## config.mk

```make
export PLATFORM = sky130hd
export DESIGN_NAME = dcw_axi_master
export DESIGN_NICKNAME = d
export VERILOG_FILES = /design/src/rtl/dcw_axi_master_pkg.sv /design/src/rtl/dcw_axi_master_line_ser.sv /design/src/rtl/dcw_axi_master.sv
export SDC_FILE = /design/constraint.sdc
export NUM_CORES = 1
export LEC_CHECK = 0
export ABC_AREA = 1
export ABC_CLOCK_PERIOD_IN_PS = 1100
export CAP_MARGIN = 20
export CORE_ASPECT_RATIO = 1.2
export CORE_MARGIN = 8
export CORE_UTILIZATION = 42
export DETAILED_ROUTE_END_ITERATION = 16
export PLACE_DENSITY_LB_ADDON = 0.25
export SYNTH_ARGS = -nofsm -noshare
export SYNTH_HDL_FRONTEND = slang
export SYNTH_SLANG_ARGS = --single-unit
```

## constraint.sdc

```tcl
create_clock -name clk -period 1.1 [get_ports clk]
set_input_delay 0.22 -clock clk [delete_from_list [all_inputs] [get_ports clk]]
set_output_delay 0.22 -clock clk [all_outputs]
set_load 0.05 [all_outputs]
```

## src/rtl/dcw_axi_master_pkg.sv

```systemverilog
// Shared definitions for the data-cache write-back AXI master: FSM encoding
// and the fixed AXI4 burst attributes of a 128-bit line written as 4x32-bit beats.
package dcw_axi_master_pkg;

  typedef enum logic [1:0] {
    ST_IDLE = 2'd0,
    ST_XFER = 2'd1,
    ST_RESP = 2'd2
  } dcw_state_e;

  localparam logic [1:0] AXI_BURST_INCR = 2'b01;
  localparam logic [2:0] AXI_SIZE_4B    = 3'b010;
  localparam logic [7:0] DCW_AWLEN      = 8'd3;
  localparam logic [1:0] AXI_RESP_OKAY  = 2'b00;

endpackage

```

## src/rtl/dcw_axi_master_line_ser.sv

```systemverilog
// Line serializer: shifts a 128-bit line and its 16-bit inverted byte mask out
// as four 32-bit W beats, tracking the beat index and completion of the last beat.
module dcw_line_ser (
  input  logic         clk,
  input  logic         rst,
  input  logic         load_i,
  input  logic [127:0] data_i,
  input  logic [15:0]  mask_i,
  input  logic         wready_i,
  output logic         wvalid_o,
  output logic [31:0]  wdata_o,
  output logic [3:0]   wstrb_o,
  output logic         wlast_o,
  output logic         last_done_o
);

  logic [127:0] data_q;
  logic [15:0]  mask_q;
  logic [1:0]   cnt_q;
  logic         active_q;
  logic         done_q;
  logic         hs;
  logic         beat_last;

  assign hs        = active_q & wready_i;
  assign beat_last = (cnt_q == 2'd3);

  // Emptied slots fill with zero data and all-ones mask, so an idle bus shows wdata=0, wstrb=0.
  always_ff @(posedge clk) begin
    if (rst) begin
      data_q   <= '0;
      mask_q   <= '1;
      cnt_q    <= 2'd0;
      active_q <= 1'b0;
      done_q   <= 1'b0;
    end else if (load_i) begin
      data_q   <= data_i;
      mask_q   <= mask_i;
      cnt_q    <= 2'd0;
      active_q <= 1'b1;
      done_q   <= 1'b0;
    end else if (hs) begin
      data_q <= {32'h0, data_q[127:32]};
      mask_q <= {4'hF, mask_q[15:4]};
      cnt_q  <= cnt_q + 2'd1;
      if (beat_last) begin
        active_q <= 1'b0;
        done_q   <= 1'b1;
      end
    end
  end

  assign wvalid_o    = active_q;
  assign wdata_o     = data_q[31:0];
  assign wstrb_o     = ~mask_q[3:0];
  assign wlast_o     = active_q & beat_last;
  assign last_done_o = done_q | (hs & beat_last);

endmodule

```

## src/rtl/dcw_axi_master.sv

```systemverilog
// Data-cache write-back AXI4 master: one dirty line -> one 4-beat INCR burst.
// Define DCW_BRESP_CHECK_EN to latch a sticky bus error on non-OKAY BRESP.
module dcw_axi_master
  import dcw_axi_master_pkg::*;
#(
  parameter int AWIDTH = 32,
  parameter int BEATS  = 4
) (
  input  logic              clk,
  input  logic              rst,
  input  logic              dcw_start_rq,
  input  logic [31:0]       dcw_in_addr,
  input  logic [15:0]       dcw_in_mask,
  input  logic [127:0]      dcw_in_data,
  output logic              dcw_finish_wresp,
  output logic              dcw_busy,
  output logic              dcw_bus_err,
  output logic [AWIDTH-1:0] awaddr,
  output logic [7:0]        awlen,
  output logic [2:0]        awsize,
  output logic [1:0]        awburst,
  output logic              awvalid,
  input  logic              awready,
  output logic [31:0]       wdata,
  output logic [3:0]        wstrb,
  output logic              wlast,
  output logic              wvalid,
  input  logic              wready,
  input  logic [1:0]        bresp,
  input  logic              bvalid,
  output logic              bready
);

  if (BEATS != 4) begin : g_beats_check
    $error("dcw_axi_master: BEATS must be 4 (128-bit line over 32-bit bus)");
  end

  dcw_state_e        state_q;
  logic [AWIDTH-1:0] awaddr_q;
  logic              awvalid_q;
  logic              aw_done_q;
  logic              bready_q;
  logic              finish_q;
  logic              busy_q;
  logic              start_acc;
  logic              aw_hs;
  logic              last_done;

  assign start_acc = (state_q == ST_IDLE) & dcw_start_rq;
  assign aw_hs     = awvalid_q & awready;

  dcw_line_ser u_ser (
    .clk         (clk),
    .rst         (rst),
    .load_i      (start_acc),
    .data_i      (dcw_in_data),
    .mask_i      (dcw_in_mask),
    .wready_i    (wready),
    .wvalid_o    (wvalid),
    .wdata_o     (wdata),
    .wstrb_o     (wstrb),
    .wlast_o     (wlast),
    .last_done_o (last_done)
  );

`ifdef DCW_BRESP_CHECK_EN
  logic err_q;
`else
  logic unused_bresp;
  assign unused_bresp = ^bresp;
`endif

  always_ff @(posedge clk) begin
    if (rst) begin
      state_q   <= ST_IDLE;
      awaddr_q  <= '0;
      awvalid_q <= 1'b0;
      aw_done_q <= 1'b0;
      bready_q  <= 1'b0;
      finish_q  <= 1'b0;
      busy_q    <= 1'b0;
`ifdef DCW_BRESP_CHECK_EN
      err_q     <= 1'b0;
`endif
    end else begin
      finish_q <= 1'b0;
      case (state_q)
        ST_IDLE: begin
          if (dcw_start_rq) begin
            awaddr_q  <= AWIDTH'(dcw_in_addr & 32'hFFFF_FFF0);
            awvalid_q <= 1'b1;
            aw_done_q <= 1'b0;
            busy_q    <= 1'b1;
            state_q   <= ST_XFER;
          end
        end
        ST_XFER: begin
          if (aw_hs) begin
            awvalid_q <= 1'b0;
            aw_done_q <= 1'b1;
          end
          // AW and the final W beat may complete in the same cycle.
          if ((aw_done_q | aw_hs) && last_done) begin
            bready_q <= 1'b1;
            state_q  <= ST_RESP;
          end
        end
        ST_RESP: begin
          if (bvalid) begin
            bready_q <= 1'b0;
            busy_q   <= 1'b0;
            finish_q <= 1'b1;
            state_q  <= ST_IDLE;
`ifdef DCW_BRESP_CHECK_EN
            if (bresp != AXI_RESP_OKAY) err_q <= 1'b1;
`endif
          end
        end
        default: state_q <= ST_IDLE;
      endcase
    end
  end

  assign awaddr           = awaddr_q;
  assign awvalid          = awvalid_q;
  assign awlen            = DCW_AWLEN;
  assign awsize           = AXI_SIZE_4B;
  assign awburst          = AXI_BURST_INCR;
  assign bready           = bready_q;
  assign dcw_finish_wresp = finish_q;
  assign dcw_busy         = busy_q;
`ifdef DCW_BRESP_CHECK_EN
  assign dcw_bus_err      = err_q;
`else
  assign dcw_bus_err      = 1'b0;
`endif

endmodule

```

==> flow_metrics.env, run 1 <==
export IMPL_port_buffers=247
export IMPL_place_gp_congestion=0.7908
export IMPL_synth_top_family_by_area="simple AND/OR/NAND/NOR gates"
export IMPL_synth_top_area_cell="dfxtp_1"
export IMPL_hpwlAfterDp_mm=19.66
export IMPL_post_route_min_period_ns=1.485
export IMPL_syn_area_um2=8562
export IMPL_drv_slew=0
export IMPL_status="finished, violations left"
export IMPL_path_clk_slew_ns=0.08
export IMPL_rsz0062_at_grt="yes"
export IMPL_htreeDepth=4
export IMPL_finClkSkew_ns=0.01179
export IMPL_end_kind="flop"
export IMPL_ys_ff_latch=183
export IMPL_synth_common_cells="nand2_1 (482), dfxtp_1 (183), nand3_1 (174)"
export IMPL_power_total_uw=20680
export IMPL_initial_core_util_pct=42.57
export IMPL_violations="negative setup slack"
export IMPL_cp_slowest_stage_delay_ns=0.34
export IMPL_wl_per_cell_um=23.04
export IMPL_drtIter0Drc=873
export IMPL_postLayoutCoreUtil_pct=82.69
export IMPL_synth_cells=1213
export IMPL_synth_top_area_share_pct=42.79
export IMPL_fmax_mhz=673.5
export IMPL_viasPerCell=5.707
export IMPL_area_delta_synth_final_pct=94.24
export IMPL_synth_ff_type="dfxtp_1"
export IMPL_route_detailed_drc=0
export IMPL_synth_xor_area_share_pct=0.1023
export IMPL_chipHeight_um=172.4
export IMPL_maxCapViolations=0
export IMPL_ys_seq_area_share_pct=42.79
export IMPL_dieWidth_um=146.3
export IMPL_synth_distinct_cells=23
export IMPL_p_switching_uw=7048
export IMPL_pwr_share_clk_pct=29.6
export IMPL_synthSimpleGateAreaFrac_pct=37.88
export IMPL_switching_share_pct=34.08
export IMPL_async_flop_share_pct=0
export IMPL_start_kind="flop"
export IMPL_worstPathRequired_ns=1.46
export IMPL_grt_pass1_vias=9536
export IMPL_ys_warn_count=0
export IMPL_hold_viol=0
export IMPL_arrival_ns=1.85
export IMPL_n_fill_cell=1015
export IMPL_setup_viol_count_final=252
export IMPL_crit_fanout=7
export IMPL_synth_compound_area_share_pct=7.146
export IMPL_combPwrFrac_pct=33.4
export IMPL_core_area_um2=20110
export IMPL_rows=57
export IMPL_worstPathCellList="nor2_4, nand2_8, buf_12, clkinv_16, buf_12, buf_16, nand3_2, o21ai_1"
export IMPL_hold_class="input port to flop"
export IMPL_crit_family="buffers and inverters"
export IMPL_dieArea_um2=25230
export IMPL_p_leak_uw=0.007110
export IMPL_cts_buffers=17
export IMPL_cts_root_buf="clkbuf_16"
export IMPL_worst_slack_ns=-0.3848
export IMPL_seqPwrFrac_pct=37.0
export IMPL_path_buf_inv=4
export IMPL_clock_latency_ns=0.45
export IMPL_synthMuxAreaShare_pct=0
export IMPL_worstSetupPathType="flop to flop"
export IMPL_ctsHoldBuffers=0
export IMPL_cts_tree="done"
export IMPL_io_pins=272
export IMPL_peakVddDrop_v=0.001258
export IMPL_cp_slowest_cell="dfxtp_2"
export IMPL_synth_edf_count=0
export IMPL_syn_avg_cell_area_um2=7.059
export IMPL_yosysMostFrequentCell="nand2_1"
export IMPL_final_cell_area_um2=16630
export IMPL_antenna_found_initial=5
export IMPL_grt_max_degree=41
export IMPL_grt_use_total_pct=25.91
export IMPL_crit_top_cell="buf_12"
export IMPL_post_route_cells_drive_above_1_share_pct=46.46
export IMPL_final_nets=1713
export IMPL_synth_area_leaders="dfxtp_1 (43%), nand2_1 (21%), nand3_1 (10%), buf_4 (5.6%), nand3b_1 (5.6%)"
export IMPL_detail_route_antenna_nets=0
export IMPL_vias=10340
export IMPL_synth_adder_area_share_pct=0.1461
export IMPL_cts_buffer_depth=2
export IMPL_grt_pass1_wl_mm=51.77
export IMPL_drt_wl_total_mm=41.76
export IMPL_fin_hold_ws_ns=0.3333
export IMPL_period_share_pct=135.0
export IMPL_setup_tns_ns=-51.00
export IMPL_dr_pass1_iters=6
export IMPL_p_per_area_nw_per_um2=1243
export IMPL_power_internal_uw=13630
export IMPL_cts_num_sinks=183
export IMPL_overflow=0
export IMPL_postPlaceCellArea_um2=12080
path summary, 6_finish.rpt:
path / startpoint / endpoint / slack, ns / cells after the start
hold reg to reg: u_ser.data_q[122] / u_ser.data_q[122] / 0.47 / 2
setup / recovery: state_q[0] / u_ser.data_q[106] / -0.38 / 8
hold / removal: dcw_in_data[6] / u_ser.data_q[6] / 0.33 / 3
setup reg to reg: state_q[0] / u_ser.data_q[106] / -0.38 / 8
worst register-to-register path: cells and delay by family, from the launching register on:
family / cells / cell delay, ns
and+or+nand+nor: 3 / 0.40
DFF: 1 / 0.34
AOI/OAI and AO/OA: 1 / 0.12
buffers and inverters: 4 / 0.54
cell type report:
type | count | area (um2) | share of cell area (%)
antenna | 6 | 15.01 | 0.09028
clock buffer | 17 | 425.4 | 2.558
timing repair inverter | 4 | 63.81 | 0.3837
inverter | 24 | 156.4 | 0.9404
multi-input combinational | 877 | 5633 | 33.87
timing repair buffer | 421 | 6062 | 36.45
tap | 265 | 331.6 | 1.994
clock inverter | 15 | 153.9 | 0.9254
sequential | 183 | 3790 | 22.79
cells by family after synthesis:
logic type / after synthesis
AO/OA/AOI/OAI: 122
buffers and inverters: 170
adder cells (fa/ha/maj): 1
XOR/XNOR: 1
other: 2
AND/OR/NAND/NOR: 734
flip-flops: 183
per-layer routing:
layer	track usage, %	wire length, um
met1	29.20	14530
met2	46.09	20720
met3	6.021	3675
met4	11.62	2834
met5	0	0
power groups by stage:
stage	Sequential (uW)	Combinational, uW	Clock [uW]
2_1_floorplan	7760	2250	0
3_3_place_gp	7640	4280	0
3_5_place_dp	7650	4330	0
4_1_cts	7540	5850	6080
5_1_grt	7680	7160	6420
6_report	7650	6920	6110
registers in the layout, indices dropped and copies added, names as in the netlist, 2 cells and up:
register,cells
awaddr,28
u_ser.data_q,128
state_q,2
u_ser.mask_q,16
u_ser.cnt_q,2
stage by stage:
step,std cells,setup slack [ns]
floorplan,1229,-0.04732
global placement,1664,-0.4831
detailed placement,1664,-0.5243
CTS,1778,-0.3078
global route,1811,-0.4052
finish,1812,-0.3848
placed cells by master (no fill, tap or decap), drive strengths merged:
cell,count
nand2,488
inv,34
o22ai,1
clkdlybuf4s50,175
buf,234
clkinv,7
clkinvlp,2
nand3,174
xor2,1
nand3b,64
nor2,5
ha,1
clkbuf,29
o21ai,52
a21oi,69
nand4,4
dfxtp,183
conb,18
diode,6
timing repair:
| item | CTS | global route |
|---|---|---|
| gates cloned | 41 | 20 |
| hold endpoints to repair | 0 | 0 |
| gates resized for setup | 308 | 396 |
| setup endpoints to repair | 249 | 252 |
| buffers inserted | 42 | 31 |
| pin swaps | 75 | 123 |
Note: power is estimated with default switching activity, not from simulation.
==> run 2, diff against run 1 <==
--- a/config.mk
+++ b/config.mk
@@ -7,7 +7,6 @@
 export LEC_CHECK = 0
 export ABC_AREA = 1
 export ABC_CLOCK_PERIOD_IN_PS = 1100
-export CAP_MARGIN = 20
 export CORE_ASPECT_RATIO = 1.2
 export CORE_MARGIN = 8
 export CORE_UTILIZATION = 42
==> results of run 2 <==
Same layout as run 1: the final DEF is identical, and so are final timing and power.
